**config.mk**
```make
export PLATFORM = sky130hd
export DESIGN_NAME = wb_stage_regfile
export DESIGN_NICKNAME = d
export VERILOG_FILES = /design/src/rtl/wb_stage_regfile_pkg.sv /design/src/rtl/wb_stage_regfile_load_align.sv /design/src/rtl/wb_stage_regfile.sv
export SDC_FILE = /design/constraint.sdc
export NUM_CORES = 2
export LEC_CHECK = 0
export CAP_MARGIN = 10
export CORE_MARGIN = 2
export CORE_UTILIZATION = 35
export DETAILED_ROUTE_END_ITERATION = 10
export MAX_ROUTING_LAYER = met4
export PLACE_DENSITY = 0.55
export SYNTH_ARGS = -nofsm -noshare
export SYNTH_HDL_FRONTEND = slang
export SYNTH_SLANG_ARGS = --single-unit
```
**constraint.sdc**
```tcl
create_clock -name CLOCK -period 4.1 [get_ports CLOCK]
set_clock_uncertainty 0.05 [all_clocks]
set_input_delay 0.615 -clock CLOCK [delete_from_list [all_inputs] [get_ports CLOCK]]
set_output_delay 0.615 -clock CLOCK [all_outputs]
set_load 0.05 [all_outputs]
```
**src/rtl/wb_stage_regfile_pkg.sv**
```systemverilog
// Shared definitions for the writeback stage: load-size encodings, register
// index constants and the datapath widths.
package wb_stage_regfile_pkg;

  localparam int DATA_W = 32;
  localparam int RIDX_W = 5;

  typedef enum logic [1:0] {
    SZ_WORD = 2'b00,
    SZ_HALF = 2'b01,
    SZ_BYTE = 2'b10,
    SZ_RSVD = 2'b11
  } size_e;

  localparam logic [RIDX_W-1:0] REG_ZERO = 5'd0;
  localparam logic [RIDX_W-1:0] REG_RA   = 5'd31;

  // Extend an 8- or 16-bit value held in the low bits of a word.
  function automatic logic [DATA_W-1:0] extend_sub(input logic [DATA_W-1:0] v,
                                                   input logic             is_half,
                                                   input logic             sgn);
    logic [DATA_W-1:0] r;
    if (is_half) r = {{16{sgn & v[15]}}, v[15:0]};
    else         r = {{24{sgn & v[7]}}, v[7:0]};
    return r;
  endfunction

endpackage

```
**src/rtl/wb_stage_regfile_load_align.sv**
```systemverilog
// Load formatter: picks the little-endian byte/half lane addressed by the low
// address bits and sign- or zero-extends it; words pass straight through.
module wb_load_align
  import wb_stage_regfile_pkg::*;
(
  input  logic [DATA_W-1:0] lwans,
  input  logic [1:0]        size,
  input  logic              lwsig,
  input  logic [1:0]        addrlo,
  output logic [DATA_W-1:0] value
);

  logic [7:0]  byte_lane;
  logic [15:0] half_lane;

  always_comb begin
    byte_lane = 8'h00;
    case (addrlo)
      2'd0:    byte_lane = lwans[7:0];
      2'd1:    byte_lane = lwans[15:8];
      2'd2:    byte_lane = lwans[23:16];
      default: byte_lane = lwans[31:24];
    endcase
  end

  // Half lane ignores addrlo[0]; misaligned halves are the pipeline's problem.
  assign half_lane = addrlo[1] ? lwans[31:16] : lwans[15:0];

  always_comb begin
    value = lwans;
    case (size)
      SZ_HALF: value = extend_sub({16'h0000, half_lane}, 1'b1, lwsig);
      SZ_BYTE: value = extend_sub({24'h000000, byte_lane}, 1'b0, lwsig);
      default: value = lwans;
    endcase
  end

endmodule

```
**src/rtl/wb_stage_regfile.sv**
```systemverilog
// Writeback stage and architectural register file: selects link/load/R-form
// result, commits it, serves two ID read ports and counts retired writes.
// Build option: define WB_REGFILE_BYPASS_EN for write-through reads.
module wb_stage_regfile
  import wb_stage_regfile_pkg::*;
#(
  parameter int LINK_OFFSET = 8,
  parameter int NREG        = 32,
  parameter int CNT_W       = 32
) (
  input  logic              CLOCK,
  input  logic              RESET,
  input  logic              WB_MEMTOREG,
  input  logic              WB_REGWRITE,
  input  logic [1:0]        WB_SIZE,
  input  logic              WB_LWSIG,
  input  logic [1:0]        WB_ADDRLO,
  input  logic [DATA_W-1:0] WB_lwans,
  input  logic [DATA_W-1:0] WB_PC,
  input  logic [DATA_W-1:0] WB_Rform,
  input  logic              WB_linksig,
  input  logic [RIDX_W-1:0] WB_wherereg,
  input  logic [RIDX_W-1:0] RD_ADDR1,
  input  logic [RIDX_W-1:0] RD_ADDR2,
  output logic [DATA_W-1:0] RD_DATA1,
  output logic [DATA_W-1:0] RD_DATA2,
  output logic [DATA_W-1:0] WB_DATA,
  output logic              WB_WEN,
  output logic [CNT_W-1:0]  RETIRE_CNT
);

  logic [DATA_W-1:0] regs [NREG];
  logic [DATA_W-1:0] load_val;
  logic [DATA_W-1:0] link_addr;
  logic [CNT_W-1:0]  retire_cnt;

  wb_load_align u_load_align (
    .lwans  (WB_lwans),
    .size   (WB_SIZE),
    .lwsig  (WB_LWSIG),
    .addrlo (WB_ADDRLO),
    .value  (load_val)
  );

  assign link_addr = WB_PC + DATA_W'(LINK_OFFSET);

  always_comb begin
    WB_DATA = WB_Rform;
    if (WB_linksig)       WB_DATA = link_addr;
    else if (WB_MEMTOREG) WB_DATA = load_val;
  end

  assign WB_WEN = WB_REGWRITE && (WB_wherereg != REG_ZERO);

  always_ff @(posedge CLOCK or negedge RESET) begin
    if (!RESET) begin
      for (int i = 0; i < NREG; i++) regs[i] <= '0;
      retire_cnt <= '0;
    end else if (WB_WEN) begin
      regs[WB_wherereg] <= WB_DATA;
      retire_cnt        <= retire_cnt + CNT_W'(1);
    end
  end

  assign RETIRE_CNT = retire_cnt;

  // Index 0 is forced to zero at the port regardless of what storage holds.
  always_comb begin
    RD_DATA1 = '0;
    RD_DATA2 = '0;
    if (RD_ADDR1 != REG_ZERO) RD_DATA1 = regs[RD_ADDR1];
    if (RD_ADDR2 != REG_ZERO) RD_DATA2 = regs[RD_ADDR2];
`ifdef WB_REGFILE_BYPASS_EN
    if (WB_WEN && (RD_ADDR1 == WB_wherereg)) RD_DATA1 = WB_DATA;
    if (WB_WEN && (RD_ADDR2 == WB_wherereg)) RD_DATA2 = WB_DATA;
`endif
  end

endmodule

```
# --- Word level (Yosys, flattened, before mapping) ---
# Index checks and enable logic that the tools add are counted.
op_classes:
  eq_ne: 4
  add_sub_neg: 2
  bitwise: 5
  order_cmp: 4
  muxes: 16
  reduce_logical: 6
ops:
  columns: ["operator", "count"]
  rows:
  - ["bitwise mux 1024 bit", 1]
  - ["binary-select mux 32 bit (select 5 bit)", 2]
  - ["two-way mux 32 bit", 9]
  - ["demux 32 bit (select 5 bit)", 1]
  - ["one-hot mux 32 bit (2 select lines)", 1]
  - ["adder 32 x 1 -> 32 bit (second input constant)", 1]
  - ["adder 32 x 4 -> 32 bit (second input constant)", 1]
  - ["one-hot mux 8 bit (3 select lines)", 1]
  - ["greater-or-equal comparator 6 bit (second input constant)", 3]
  - ["inverter 5 -> 6 bit", 3]
  - ["two-way mux 16 bit", 1]
  - ["nonzero test 5 bit", 3]
  - ["< comparator 6 x 1 -> 1 bit (second input constant)", 1]
  - ["equality test 2 x 1 -> 1 bit (second input constant)", 2]
  - ["equality test 2 bit (second input constant)", 2]
  - ["AND 1 bit", 2]
  - ["logical AND 1 bit", 2]
  - ["logical NOT 2 bit", 1]
word_totals:
  reg_bits: 1056
  out_inout_bits: 129
  input_bits: 121

# --- Longest topological paths before layout ---
depth:
  word_depth: 7
  ltp_mapped: 11
  ltp_nobuf: 8

# --- Modules after synthesis ---
# A second synthesis with hierarchy kept.
hier_totals:
  cells_unflattened: 5115
  area_unflattened_um2: 55415.6
modules_own_cells:
  columns: ["mod", "area_each_um2", "seq_area_each_um2", "n_inst", "cells_each"]
  rows:
  - ["wb_stage_regfile", 54721.2, 26425.3, 1, 5005]
  - ["wb_load_align", 694.4, 0.0, 1, 110]

# --- Worst setup path after synthesis ---
# No wires, ideal clock.
synth_timing:
  path_type: "input to output"
  startpoint: "input port RD_ADDR1[0]"
  endpoint: "output port RD_DATA1[15]"
  path_stages: 6
  path_buffers: 3
  arrival_time_ps: 2905
  setup_slack_ps: 530
  path_cell_list: "clkbuf_1 clkbuf_1 buf_1 mux4_2 mux4_2 a21o_1"
synth_between:
  elab_chain_len: 5
synth_rtl:
  columns: ["item", "line", "source"]
  rows:
  - ["start: declaration", "wb_stage_regfile.sv:23", "input logic [RIDX_W-1:0] RD_ADDR1,"]
  - ["inverter 5 -> 6 bit (implied by the code)", "wb_stage_regfile.sv:71", "if (RD_ADDR1 != REG_ZERO) RD_DATA1 = regs[RD_ADDR1];"]
  - ["binary-select mux 32 bit (select 5 bit)", "wb_stage_regfile.sv:71", null]
  - ["two-way mux 32 bit (implied by the code) (2 in a row)", "wb_stage_regfile.sv:71", null]
  - ["two-way mux 32 bit (*)", "wb_stage_regfile.sv:71", null]
  - ["end: declaration", "wb_stage_regfile.sv:25", "output logic [DATA_W-1:0] RD_DATA1,"]
# Mark *: on every way between the ends. The rest lies on a longest branch, timed or not. The select of a mux whose other input is x is not followed.

# --- Worst setup path in the final report ---
layout_timing:
  startpoint: "input port WB_PC[5]"
  endpoint: "output port WB_DATA[19]"
layout_between:
  elab_chain_len: 2
layout_rtl:
  columns: ["item", "line", "source"]
  rows:
  - ["start: declaration", "wb_stage_regfile.sv:19", "input logic [DATA_W-1:0] WB_PC,"]
  - ["adder 32 x 4 -> 32 bit", "wb_stage_regfile.sv:45", "assign link_addr = WB_PC + DATA_W'(LINK_OFFSET);"]
  - ["two-way mux 32 bit", "wb_stage_regfile.sv:49", "if (WB_linksig) WB_DATA = link_addr;"]
  - ["end: declaration", "wb_stage_regfile.sv:27", "output logic [DATA_W-1:0] WB_DATA,"]
# Every way passes these cells.

==> results_dict.tcl <==
set metrics [dict create \
    critPathMostFrequentCell "buf_4" \
    cts_root_buf "clkbuf_16" \
    io_pins 250 \
    worstSetupPathType "in2out" \
    routabilityCongestion 0.890 \
    power.total_mw 33.4 \
    antenna_left 0 \
    seqCellArea_um2 26400 \
    core_um2 158000 \
    multiInputGateArea_um2 27300 \
    wl_per_cell_um 26.9 \
    drt-pass1-iter-count 6 \
    grt_pass1_wl_um 284000 \
    seqPwrFrac_pct 41.7 \
    drc 0 \
    port_buffers 249 \
    clkSinkCount 1056 \
    startpoint_type "primary input" \
    crit_required_ns 3.43 \
    worst_hold_slack_ns 0.345 \
    drive_gt1_share_pct 25.0 \
    num_vias 41000 \
    slowest_delay_ns 0.56 \
    leakagePower_nw 28.9 \
    nNetsFinal 5077 \
    numCtsBuffers 108 \
    fillCellCount 14900 \
    ys.flop_type "dfrtp_1" \
    grt_pass1_vias 41200 \
    path_delay_family "buffers and inverters" \
    htree_levels 3 \
    switching_share_pct 30.5 \
    grt_max_degree 120 \
    avgSynthCellArea_um2 11.4 \
    synthesis.area_um2 55700 \
    crit_fanout 10 \
    p_int_mw 23.2 \
    dieArea_um2 162000 \
    initial_utilization_pct 35.2 \
    grt_util_all_layers_pct 24.3 \
    critPathCaptureType "output pin" \
    period_minus_slack_ns 3.97 \
    rows 146 \
    ys_seq_area_share_pct 47.5 \
    crit_arrival_ns 3.30 \
    routed_wirelength_um 192000 \
    synth_edf_count 0 \
    cts_tree "done" \
    worst-path-buf-inv 4 \
    cts_max_path_buffers 3 \
    rsz0062_at_grt "false" \
    post-route-period-util_pct 96.7 \
    relSlewSlack_pct 32.4 \
    syn_to_final_growth_pct 18.9 \
    gr-total-overflow 0 \
    cap_viol_max_count 0 \
    outcome "complete, no violations" \
    cp_cell_sequence "clkdlybuf4s50_1 > nand4_1 > buf_4 > nor4_1 > mux2i_1 > a21oi_2 > inv_1 > buf_4" \
    yosysUniqueCellTypes 72 \
    p_sw_mw 10.2 \
    clock_latency_ns 0.71 \
    slew_viol_final 0 \
    synth_nets 5005 \
    slowest_stage "clkdlybuf4s50_1" \
    clk_pin_slew_ns 0.06 \
    die_x_um 403 \
    ir_drop_v 0.000349 \
    antenna_found_initial 9 \
    dieHeight_um 403 \
    dp_hpwl_um 123000 \
    synth_cells 4880 \
    vias_per_cell 5.75 \
    achievable-frequency_mhz 252 \
    setup_violations 0 \
    p_comb_share_pct 24.7 \
    first_iter_violations 3498 \
    ys_async_sr_fraction_pct 100 \
    hold_violations 0 \
    hold_path_class "reg2reg" \
    power_frac_clock_pct 33.6 \
    yosys_warnings 0 \
    p_per_area_nw_per_um2 505 \
    worstMarginPinSlew_ns 1.01 \
    ys_seq_elements 1056 \
]
## cells in the mapped netlist (5+ instances only)
cell / number / area share, %
xnor2_1: 16 / 0.25
o21bai_1: 5 / 0.067
nand2_1: 1041 / 7.0
o21ai_1: 77 / 0.69
inv_1: 42 / 0.28
xor2_1: 24 / 0.38
o21ai_0: 832 / 7.5
a21oi_1: 32 / 0.29
nand2b_1: 7 / 0.079
o21ai_2: 26 / 0.41
buf_1: 45 / 0.30
nand3_1: 27 / 0.24
a22oi_1: 7 / 0.094
and3_1: 14 / 0.16
clkbuf_1: 429 / 2.9
mux2_2: 33 / 0.67
o211ai_1: 12 / 0.16
dfrtp_1: 1056 / 47
nor4_1: 21 / 0.24
a21o_1: 71 / 0.96
buf_2: 50 / 0.45
o31ai_1: 40 / 0.54
o22ai_1: 83 / 0.93
and2_1: 5 / 0.056
nor2_1: 54 / 0.36
nand4_1: 11 / 0.12
a221oi_1: 6 / 0.094
mux4_2: 577 / 23
nor3_1: 20 / 0.18
inv_2: 5 / 0.034
mux2i_1: 132 / 2.4
## cells by family (layout without fill, tap and decap cells)
kind of cell / after synthesis / count (layout) / synth area share, %
AND/OR/NAND/NOR: 1234 / 1234 / 8.99
XOR/XNOR: 40 / 40 / 0.629
buffers and inverters: 576 / 741 / 4.05
AO/OA/AOI/OAI: 1227 / 1227 / 12.3
adder cells (fa/ha/maj): 4 / 4 / 0.0899
flip-flops: 1056 / 1056 / 47.5
multiplexers: 743 / 743 / 26.4
other: 0 / 6 / 0
## cell type report
class / count / area share (%)
flip-flops and latches: 1056 / 39.9
well taps: 2072 / 3.92
repair buffers: 490 / 8.46
diodes: 6 / 0.0227
clock buffers: 140 / 4.65
multi-input cells: 3248 / 41.3
clock inverters: 63 / 1.43
inverters: 48 / 0.272
## worst paths after layout
path / from / endpoint / slack [ns] / cells past startpoint
max: WB_PC[5] / WB_DATA[19] / 0.13 / 8
min: regs[1023] / regs[1023] / 0.35 / 0
max reg2reg: RETIRE_CNT[3] / RETIRE_CNT[25] / 1.63 / 5
min reg2reg: regs[1023] / regs[1023] / 0.35 / 0
max in group asynchronous: RESET / regs[1012] / 2.39 / 3
min in group asynchronous: RESET / regs[315] / 0.46 / 2
## power by group through the flow
stage / Sequential, mW / Clock (mW) / Combinational [mW]
after global placement: 13.9 / 0 / 8.13
final: 13.9 / 11.2 / 8.24
after detailed placement: 14.1 / 0 / 8.27
after CTS: 13.9 / 11.4 / 8.28
after global routing: 14.2 / 11.8 / 8.92
after floorplan: 13.7 / 0 / 5.41
## stage by stage
stage / instance area [µm²] / util (%) / setup WS [ns] / setup TNS (ns) / std cells
5_1_grt: 66200 / 41.8 / 0.0763 / 0 / 7122
3_5_place_dp: 62100 / 39.3 / -0.112 / -0.143 / 6912
3_3_place_gp: 62100 / 39.3 / -0.113 / -0.252 / 6912
4_1_cts: 66100 / 41.8 / 0.0100 / 0 / 7116
6_report: 66200 / 41.8 / 0.134 / 0 / 7123
2_1_floorplan: 55700 / - / 0.530 / 0 / 4880
## layer usage
layer  up-vias  part of all wire, %  GRT usage [%]
li1      18000                    -              -
met1     21200                   43           33.3
met2      1481                   47           37.5
met3       324                  6.5           3.67
met4         0                  3.1           7.65
met5         -                    0              -
## registers in the layout, summed over array words and instances (netlist names)
register	cells
RETIRE_CNT	32
regs	1024
## placed cells by master (no fill, tap or decap), types with 30 or more instances in the layout
cell type / n
o21ai_2: 34
nor2_1: 54
o22ai_1: 82
buf_4: 215
o21ai_0: 828
nand2_1: 1009
clkdlybuf4s50_1: 140
clkbuf_16: 110
inv_1: 41
mux2i_1: 132
o31ai_1: 40
mux4_2: 577
o21ai_1: 73
mux2_2: 33
a21oi_1: 30
buf_12: 122
a21o_1: 71
dfrtp_1: 1056
## repair_timing
| action | 4_1_cts | 5_1_grt |
|---|---|---|
| endpoints found under the hold margin | 41 | 0 |
| hold buffers | 1 | 0 |
| setup buffers | 0 | 1 |
| pin swaps | 0 | 1 |
| endpoints found under the setup margin | 3 | 2 |
| gates resized for setup | 2 | 1 |
No activity file was read; power rests on OpenSTA's default activity.
